--- src/rtl/gps_gate_sequencer.sv ---
// Sequencer for the GPS-gated frequency counter. It turns GPS pulse edges into clear, latch and run
// controls for the counter datapath, and reports result, overrun and missing-pulse status.
//
// state      | meaning
// -----------+-----------------------------------------------------------------
// ST_IDLE    | disabled; edges ignored, gate closed, timeout held
// ST_ARM     | waiting for the first edge to open a window; timeout running
// ST_MEASURE | window open, gate running; closes after avg_active+1 pulse gaps
module gps_gate_sequencer #(
  parameter int AVG_WIDTH      = 5,
  parameter int TIMEOUT_WIDTH  = 28,
  parameter int TIMEOUT_CYCLES = 110000000,
  parameter int SYNC_STAGES    = 2
) (
  input  logic                 system_clk_i,
  input  logic                 rst_n_i,
  input  logic                 gps_pulse_i,
  input  logic                 enable_i,
  input  logic [AVG_WIDTH-1:0] cfg_average_i,
  input  logic                 cfg_load_i,
  input  logic                 result_ack_i,
  output logic                 gate_run_o,
  output logic                 gate_clear_o,
  output logic                 gate_latch_o,
  output logic                 result_valid_o,
  output logic                 pulse_missing_o,
  output logic                 overrun_o,
  output logic                 irq_o,
  output logic [1:0]           state_o
);

  typedef enum logic [1:0] {
    ST_IDLE    = 2'b00,
    ST_ARM     = 2'b01,
    ST_MEASURE = 2'b10
  } state_t;

  // Down-counter reload value: cycles left before the current interval counts as a missing pulse.
  localparam logic [TIMEOUT_WIDTH-1:0] TO_LAST = TIMEOUT_WIDTH'(TIMEOUT_CYCLES - 1);

  state_t                   state_q;
  logic [SYNC_STAGES-1:0]   sync_q;
  logic                     sync_prev_q;
  logic [AVG_WIDTH-1:0]     avg_shadow_q;
  logic [AVG_WIDTH-1:0]     avg_active_q;
  logic [AVG_WIDTH-1:0]     pulse_cnt_q;
  logic [TIMEOUT_WIDTH-1:0] timeout_left_q;
  logic                     gate_run_q;
  logic                     gate_clear_q;
  logic                     gate_latch_q;
  logic                     result_valid_q;
  logic                     pulse_missing_q;
  logic                     overrun_q;
  logic                     irq_q;

  logic                     sync_s;
  logic                     rise;
  logic                     timeout_hit;
  logic                     win_close;
  logic                     fault;
  logic                     result_valid_d;
  logic                     pulse_missing_d;
  logic                     overrun_d;
  logic [AVG_WIDTH-1:0]     avg_next_win;

  assign sync_s      = sync_q[SYNC_STAGES-1];
  assign rise        = sync_s & ~sync_prev_q;
  assign timeout_hit = (timeout_left_q == '0);

  always_comb begin
    win_close = 1'b0;
    fault     = 1'b0;
    case (state_q)
      ST_ARM:     fault = enable_i & ~rise & timeout_hit;
      ST_MEASURE: begin
        win_close = enable_i & rise & (pulse_cnt_q == avg_active_q);
        fault     = enable_i & ~rise & timeout_hit;
      end
      default: ;
    endcase
    // A set in the same cycle as an ack wins; an acked old result never counts as overrun.
    result_valid_d  = win_close | (result_valid_q & ~result_ack_i);
    overrun_d       = (win_close & result_valid_q & ~result_ack_i) | (overrun_q & ~result_ack_i);
    pulse_missing_d = fault | (pulse_missing_q & ~result_ack_i);
    avg_next_win    = cfg_load_i ? cfg_average_i : avg_shadow_q;
  end

  always_ff @(posedge system_clk_i) begin
    if (!rst_n_i) begin
      state_q         <= ST_IDLE;
      sync_q          <= '0;
      sync_prev_q     <= 1'b0;
      avg_shadow_q    <= '0;
      avg_active_q    <= '0;
      pulse_cnt_q     <= '0;
      timeout_left_q  <= '0;
      gate_run_q      <= 1'b0;
      gate_clear_q    <= 1'b0;
      gate_latch_q    <= 1'b0;
      result_valid_q  <= 1'b0;
      pulse_missing_q <= 1'b0;
      overrun_q       <= 1'b0;
      irq_q           <= 1'b0;
    end else begin
      sync_q          <= {sync_q[SYNC_STAGES-2:0], gps_pulse_i};
      sync_prev_q     <= sync_s;
      result_valid_q  <= result_valid_d;
      pulse_missing_q <= pulse_missing_d;
      overrun_q       <= overrun_d;
      irq_q           <= result_valid_d | pulse_missing_d;
      gate_clear_q    <= 1'b0;
      gate_latch_q    <= 1'b0;
      if (cfg_load_i) begin
        avg_shadow_q <= cfg_average_i;
      end

      if (!enable_i) begin
        state_q        <= ST_IDLE;
        gate_run_q     <= 1'b0;
        pulse_cnt_q    <= '0;
        timeout_left_q <= TO_LAST;
        if (cfg_load_i && state_q != ST_MEASURE) begin
          avg_active_q <= cfg_average_i;
        end
      end else begin
        case (state_q)
          ST_IDLE: begin
            gate_run_q     <= 1'b0;
            pulse_cnt_q    <= '0;
            timeout_left_q <= TO_LAST;
            if (cfg_load_i) begin
              avg_active_q <= cfg_average_i;
            end
            state_q <= ST_ARM;
          end

          ST_ARM: begin
            gate_run_q <= 1'b0;
            if (rise) begin
              gate_clear_q   <= 1'b1;
              pulse_cnt_q    <= '0;
              avg_active_q   <= avg_next_win;
              timeout_left_q <= TO_LAST;
              state_q        <= ST_MEASURE;
            end else begin
              if (cfg_load_i) begin
                avg_active_q <= cfg_average_i;
              end
              if (timeout_hit) begin
                timeout_left_q <= TO_LAST;
              end else begin
                timeout_left_q <= timeout_left_q - 1'b1;
              end
            end
          end

          ST_MEASURE: begin
            gate_run_q <= 1'b1;
            if (rise) begin
              timeout_left_q <= TO_LAST;
              if (pulse_cnt_q == avg_active_q) begin
                // Latch and clear together: datapath copies the old count, then restarts at zero.
                gate_latch_q <= 1'b1;
                gate_clear_q <= 1'b1;
                pulse_cnt_q  <= '0;
                avg_active_q <= avg_next_win;
              end else begin
                pulse_cnt_q <= pulse_cnt_q + 1'b1;
              end
            end else if (timeout_hit) begin
              gate_clear_q   <= 1'b1;
              gate_run_q     <= 1'b0;
              pulse_cnt_q    <= '0;
              avg_active_q   <= avg_next_win;
              timeout_left_q <= TO_LAST;
              state_q        <= ST_ARM;
            end else begin
              timeout_left_q <= timeout_left_q - 1'b1;
            end
          end

          default: begin
            gate_run_q     <= 1'b0;
            pulse_cnt_q    <= '0;
            timeout_left_q <= TO_LAST;
            state_q        <= ST_IDLE;
          end
        endcase
      end
    end
  end

  assign gate_run_o      = gate_run_q;
  assign gate_clear_o    = gate_clear_q;
  assign gate_latch_o    = gate_latch_q;
  assign result_valid_o  = result_valid_q;
  assign pulse_missing_o = pulse_missing_q;
  assign overrun_o       = overrun_q;
  assign irq_o           = irq_q;
  assign state_o         = state_q;

endmodule

--- config.mk ---
export PLATFORM = sky130hd
export DESIGN_NAME = gps_gate_sequencer
export DESIGN_NICKNAME = d
export VERILOG_FILES = /design/src/rtl/gps_gate_sequencer.sv
export SDC_FILE = /design/constraint.sdc
export NUM_CORES = 1
export LEC_CHECK = 0
export BUFFER_PORTS_ARGS = -buffer_cell sky130_fd_sc_hd__buf_2
export CAP_MARGIN = 20
export CORE_MARGIN = 10
export CORE_UTILIZATION = 25
export CTS_CLUSTER_SIZE = 28
export DETAILED_ROUTE_END_ITERATION = 10
export PLACE_DENSITY_LB_ADDON = 0.25
export SLEW_MARGIN = 15
export SYNTH_ARGS = -nofsm -noshare
export SYNTH_HDL_FRONTEND = slang
export SYNTH_SLANG_ARGS = --single-unit
export TNS_END_PERCENT = 50
--- constraint.sdc ---
create_clock -name system_clk_i -period 2.5 [get_ports system_clk_i]
set_input_delay 0.25 -clock system_clk_i [delete_from_list [all_inputs] [get_ports system_clk_i]]
set_output_delay 0.25 -clock system_clk_i [all_outputs]
set_load 0.1 [all_outputs]
==> impl_metrics.csv, run 1 <==
group,metric,value,unit
die,start_util,0.254,
worst_setup_path,regToRegEndpoint,"avg_active_q[3]",
yosys,ys_types,52,
finish,drive_gt1_frac,0.167,
finish,seq_area,0.00110,sq mm
worst_setup_path,cp_max_fo,6,
sta,slew_headroom,0.319,
power_and_ir_drop,power_density,593,mW/mm^2
placed_design,place_hpwl,4150,microns
worst_setup_path,critPathKind,"register to register",
clocking,cts_root_buf,"clkbuf_8",
power_and_ir_drop,ir_drop,0.000264,V
finish,syn2layout_area_growth,13.7,%
sta,tns,0,ns
detailed_routing,viasPerCell,4.69,
worst_setup_path,ff2ff_path_depth,7,
worst_setup_path,end_kind,"register",
finish,n_fill_cell,1078,
worst_setup_path,critical_path_arrival,2.45,ns
clocking,insertion_delay,0.31,ns
worst_setup_path,startpoint_type,"register",
finish,multiInputGateArea,0.00140,sq mm
yosys,avgSynthCellArea,9.34,sq um
worst_setup_path,worst-endpoint-required,2.66,ns
yosys,synth_edf_count,0,
sta,rsz0062_at_grt,"false",
sta,post-route-period-util,0.916,
worst_setup_path,reg2reg_slack,0.21,ns
yosys,ys_ff_latch,55,
yosys,async_reset_ff_frac,0,
yosys,mappedNetlistArea,0.00259,sq mm
sta,layout_setup_ws,0.211,ns
clocking,cts_buffer_depth,2,
finish,fin_nets,314,
detailed_routing,drc,0,
placed_design,gp_congestion,0.741,
clocking,cts_tree,"yes",
worst_setup_path,r2r_start,"timeout_left_q[0]",
flow_run,cap_violations,0,
clocking,postCtsSetupBuffers,0,
detailed_routing,routed_wl,5830,microns
global_routing,grt_overflow_total,0,
die,core_area,0.0102,sq mm
sta,worstMarginPinSlew,1.01,ns
clocking,cts_hold_buf,0,
die,pin_count,20,
sta,skew,0.00793,ns
die,design.die.area,0.0148,sq mm
sta,finalMaxSlewViolations,0,
worst_setup_path,startpoint,"timeout_left_q[0]",
yosys,synth_area_leaders,"dfxtp_1 (43%), xnor2_1 (7.5%), nor2_1 (3.3%)",
yosys,syn_nets,293,
sta,finalHoldViolations,0,
yosys,ys_warn_count,0,
yosys,synth_top_cell_area_share,0.426,
clocking,cts-buffers-inserted,5,
yosys,synth_common_cells,"dfxtp_1 (55), nor2_1 (23), xnor2_1 (22)",
global_routing,grt_max_degree,26,
detailed_routing,dr.pass1.iters,4,
yosys,ys_seq_area_frac,0.426,
power_and_ir_drop,p_leak,1.02,nW
placed_design,io_buffers,19,
finish,diodes,0,
yosys,yosys.area.top_type,"dfxtp_1",
yosys,synthFlopType,"dfxtp_1",
yosys,yosysMostFrequentCell,"dfxtp_1",
die,die_w,122,microns
detailed_routing,postRouteAntennaNets,0,
clocking,ctsHtreeMaxLevel,2,
yosys,syn_inst,277,
run_status,outcome,"finished, final reports clean",
global_routing,grt_pass1_wl,10100,microns
detailed_routing,vias,2039,
placed_design,dp_slack,0.232,ns
worst_hold_path,worstHoldPathType,"input pin to register",
die,die_y,122,microns
global_routing,grtUsageTotal,0.0820,
clocking,cts.repair.resized,0,
sta,layout_min_cycle_time,2.29,ns
clocking,cts.sinks,55,
die,rows,37,
detailed_routing,wl_per_cell,13.4,microns
global_routing,antenna_found_initial,0,
worst_setup_path,critPathCapture,"avg_active_q[3]",
finish,fin_util,0.289,
detailed_routing,drt_iter0_markers,93,
global_routing,grt_pass1_vias,1991,
sta,fmax,437,MHz
clocking,path_clk_slew,0.10,ns
sta,setup_viol,0,
==> cell families (layout without fill, tap and decap cells) <==
family	count (synthesis)	in the layout	share of synthesized area
XOR/XNOR	29	29	0.0982
AO/OA/AOI/OAI	61	61	0.164
flip-flops	55	55	0.426
multiplexers	5	5	0.0194
adder cells (fa/ha/maj)	5	5	0.0242
buffers and inverters	16	38	0.0334
AND/OR/NAND/NOR	106	106	0.235
==> layout make-up <==
type                            instances  share of cell area
Multi-Input combinational cell        206               0.476
Sequential cell                        55               0.375
Tap cell                              136              0.0579
Timing Repair Buffer                   23              0.0426
Clock buffer                            6              0.0281
Clock inverter                          2              0.0119
Inverter                                7             0.00894
==> stage by stage <==
step,cells,area (sq um),hold WS [ns],power [mW]
floorplan,277,2590,0.327,1.10
global placement,427,2820,0.447,1.14
detailed placement,427,2820,0.451,1.14
CTS,435,2940,0.113,1.77
global route,435,2940,0.128,1.82
finish,435,2940,0.117,1.74
==> critical path, stage by stage, from the launching register on <==
cell	delay (ns)
dfxtp_1	0.39
inv_1	0.06
ha_1	0.21
nor3b_4	0.18
nand4_1	0.16
nor3_1	0.09
o311ai_0	0.85
o22ai_1	0.21
==> where the power goes <==
group / internal (mW) / leakage [nW] / total (mW) / switching, mW
logic: 0.0698 / 0.505 / 0.175 / 0.105
clock network: 0.325 / 0.0612 / 0.623 / 0.298
registers: 0.910 / 0.453 / 0.946 / 0.0358
==> sequential cells by signal, indices dropped and copies added, names as in the netlist <==
| name | cells |
|---|---|
| timeout_left_q | 28 |
| avg_active_q | 5 |
| avg_shadow_q | 5 |
| pulse_cnt_q | 5 |
| state_o | 2 |
| sync_q | 2 |
| gate_clear_o | 1 |
| gate_latch_o | 1 |
| gate_run_o | 1 |
| irq_o | 1 |
| overrun_o | 1 |
| pulse_missing_o | 1 |
| result_valid_o | 1 |
| sync_prev_q | 1 |
==> per-layer routing <==
| layer | track usage | routed length [microns] | vias up |
|---|---|---|---|
| met1 | 0.113 | 2920 | 963 |
| met5 | 0 | 0 | - |
| met4 | 0.0291 | 95 | 0 |
| li1 | - | - | 1040 |
| met2 | 0.121 | 2520 | 31 |
| met3 | 0.0204 | 286 | 5 |
==> placed cells by master (no fill, tap or decap), drive strengths merged, types with 5 or more instances in the layout <==
cell type	n
o21ai	8
inv	6
nor3	14
nor4	10
ha	5
a22oi	5
a21oi	25
buf	23
o22ai	5
nor2	23
nand3	8
clkbuf	6
nand2	20
dfxtp	55
xor2	7
xnor2	22
mux2i	5
==> worst min path at each step <==
stage / slack, ns / end / start / depth (start not counted)
floorplan: 0.33 / overrun_o / result_ack_i / 1
global placement: 0.45 / overrun_o / result_ack_i / 2
detailed placement: 0.45 / overrun_o / result_ack_i / 2
CTS: 0.11 / overrun_o / result_ack_i / 2
global route: 0.13 / overrun_o / result_ack_i / 2
finish: 0.12 / overrun_o / result_ack_i / 2
Power figures use the tool's default switching activity.
==> run 2: changes to the inputs <==
Clock period 2.5 ns to 2.05 ns, I/O delays scaled along.
==> run 2 against run 1 <==
Sequential share of layout area shrank 0.49 points. Clock skew grew 0.0031 ns. Register-to-register slack lost 0.15 ns. Core utilization rose by 0.48 points. Design area up 1.7%. Final cell count increased by 1.8%. Critical endpoint unchanged.
==> impl_metrics.csv, run 2 (synthesis results as in run 1) <==
group,metric,value,unit
run_status,outcome,"finished, final reports clean",
die,design.die.area,0.0148,sq mm
power_and_ir_drop,ir_drop,0.000228,V
finish,final_cell_mix,"dfxtp_1 (53), nor2_1 (23), xnor2_1 (22), nand2_1 (20), buf_2 (19)",
worst_setup_path,path_cells,"inv_1 > ha_1 > nor3b_4 > nand4_1 > nor3_1 > o311ai_1 > o22ai_1",
clocking,path_clk_slew,0.10,ns
global_routing,grt_max_degree,26,
clocking,cts_buffer_depth,2,
global_routing,grt_overflow_total,0,
worst_setup_path,reg2reg_slack,0.06,ns
sta,slew_headroom,0.580,
power_and_ir_drop,power_density,657,mW/mm^2
finish,stdcell_count,443,
placed_design,gp_congestion,0.763,
worst_setup_path,cp_max_fo,5,
clocking,cts-buffers-inserted,5,
die,start_util,0.254,
sta,rsz0062_at_grt,"true",
clocking,insertion_delay,0.31,ns
worst_setup_path,end_kind,"register",
placed_design,dpl.cell_count,434,
die,core_area,0.0102,sq mm
clocking,cts_tree,"yes",
global_routing,antenna_found_initial,0,
global_routing,grt_pass1_vias,1924,
flow_run,cap_violations,0,
die,die_y,122,microns
finish,fin_nets,322,
detailed_routing,wl_per_cell,13.8,microns
detailed_routing,dr.pass1.iters,4,
finish,drive_gt1_frac,0.202,
sta,finalMaxSlewViolations,0,
detailed_routing,drc,0,
finish,n_fill_cell,1099,
sta,finalHoldViolations,0,
detailed_routing,drt_iter0_markers,132,
finish,fin_util,0.293,
sta,setup_viol,0,
finish,syn2layout_area_growth,15.6,%
clocking,ctsHtreeMaxLevel,2,
sta,fmax,503,MHz
die,pin_count,20,
sta,skew,0.0110,ns
sta,layout_min_cycle_time,1.99,ns
detailed_routing,viasPerCell,4.60,
global_routing,grtUsageTotal,0.0795,
worst_setup_path,cp_slowest_cell,"o311ai_1",
die,die_w,122,microns
clocking,cts_root_buf,"clkbuf_8",
worst_hold_path,worstHoldPathType,"input pin to register",
finish,largest_reg_flops,28,
global_routing,grt_pass1_wl,9760,microns
worst_setup_path,startpoint_type,"register",
sta,post-route-period-util,0.969,
finish,diodes,0,
worst_setup_path,critical_path_arrival,2.16,ns
sta,worstMarginPinSlew,0.620,ns
placed_design,dp_slack,0.0205,ns
power_and_ir_drop,power,1.96,mW
finish,final_common_cell,"dfxtp_1",
finish,regMostFlops,"timeout_left_q",
detailed_routing,vias,2037,
sta,tns,0,ns
power_and_ir_drop,p_leak,1.05,nW
clocking,cts.sinks,55,
detailed_routing,postRouteAntennaNets,0,
placed_design,io_buffers,19,
placed_design,place_hpwl,4290,microns
worst_setup_path,critPathKind,"register to register",
clocking,cts_hold_buf,0,
sta,layout_setup_ws,0.0634,ns
detailed_routing,routed_wl,6090,microns
worst_setup_path,slowest_delay,0.56,ns
die,rows,37,
worst_setup_path,worst-endpoint-required,2.22,ns
==> run 2: through the flow <==
stage / hold slack [ns] / area (sq um)
after floorplan: 0.282 / 2590
after global placement: 0.403 / 2880
after detailed placement: 0.407 / 2880
after CTS: 0.0686 / 2960
after global routing: 0.0815 / 2990
final: 0.0800 / 2990
==> run 2: critical path, delay by kind of cell, from the launching register on <==
| kind | cells | cell delay, ns |
|---|---|---|
| adder cells (fa/ha/maj) | 1 | 0.22 |
| AO/OA/AOI/OAI | 2 | 0.74 |
| flip-flops | 1 | 0.40 |
| AND/OR/NAND/NOR | 3 | 0.43 |
| buffers and inverters | 1 | 0.06 |
==> run 2: layout make-up <==
| cell class | instances | area, sq um | share of cell area |
|---|---|---|---|
| timing repair buffer | 30 | 178 | 0.0594 |
| inverter | 7 | 26.3 | 0.00879 |
| multi-input combinational | 207 | 1430 | 0.477 |
| tap | 136 | 170 | 0.0569 |
| sequential | 55 | 1110 | 0.370 |
| clock inverter | 3 | 15.0 | 0.00502 |
| clock buffer | 5 | 68.8 | 0.0230 |
==> run 2: routing by layer <==
metal  global-route usage  wire (microns)  up-vias
li1                     -               -     1065
met1                0.111            3150      937
met2                0.115            2570       29
met3               0.0213             284        6
met4               0.0268              81        0
met5                    0               0        -
==> run 2: final timing paths <==
kind	depth (start not counted)	from	endpoint
min reg2reg	1	sync_q[0]	sync_q[1]
min	2	result_ack_i	overrun_o
max	7	timeout_left_q[0]	avg_active_q[3]
max reg2reg	7	timeout_left_q[0]	avg_active_q[3]
==> run 2: repair_timing <==
item,4_1_cts,5_1_grt
endpoints found under the hold margin,0,0
buffers inserted,0,0
resized for setup,0,6
endpoints found under the setup margin,0,37
==> run 2: power breakdown <==
part,switching (mW),internal (mW),leakage [nW],total (mW)
clock,0.353,0.235,0.0477,0.588
sequential,0.0445,1.11,0.454,1.15
combinational,0.130,0.0912,0.544,0.221
total,0.527,1.44,1.05,1.96
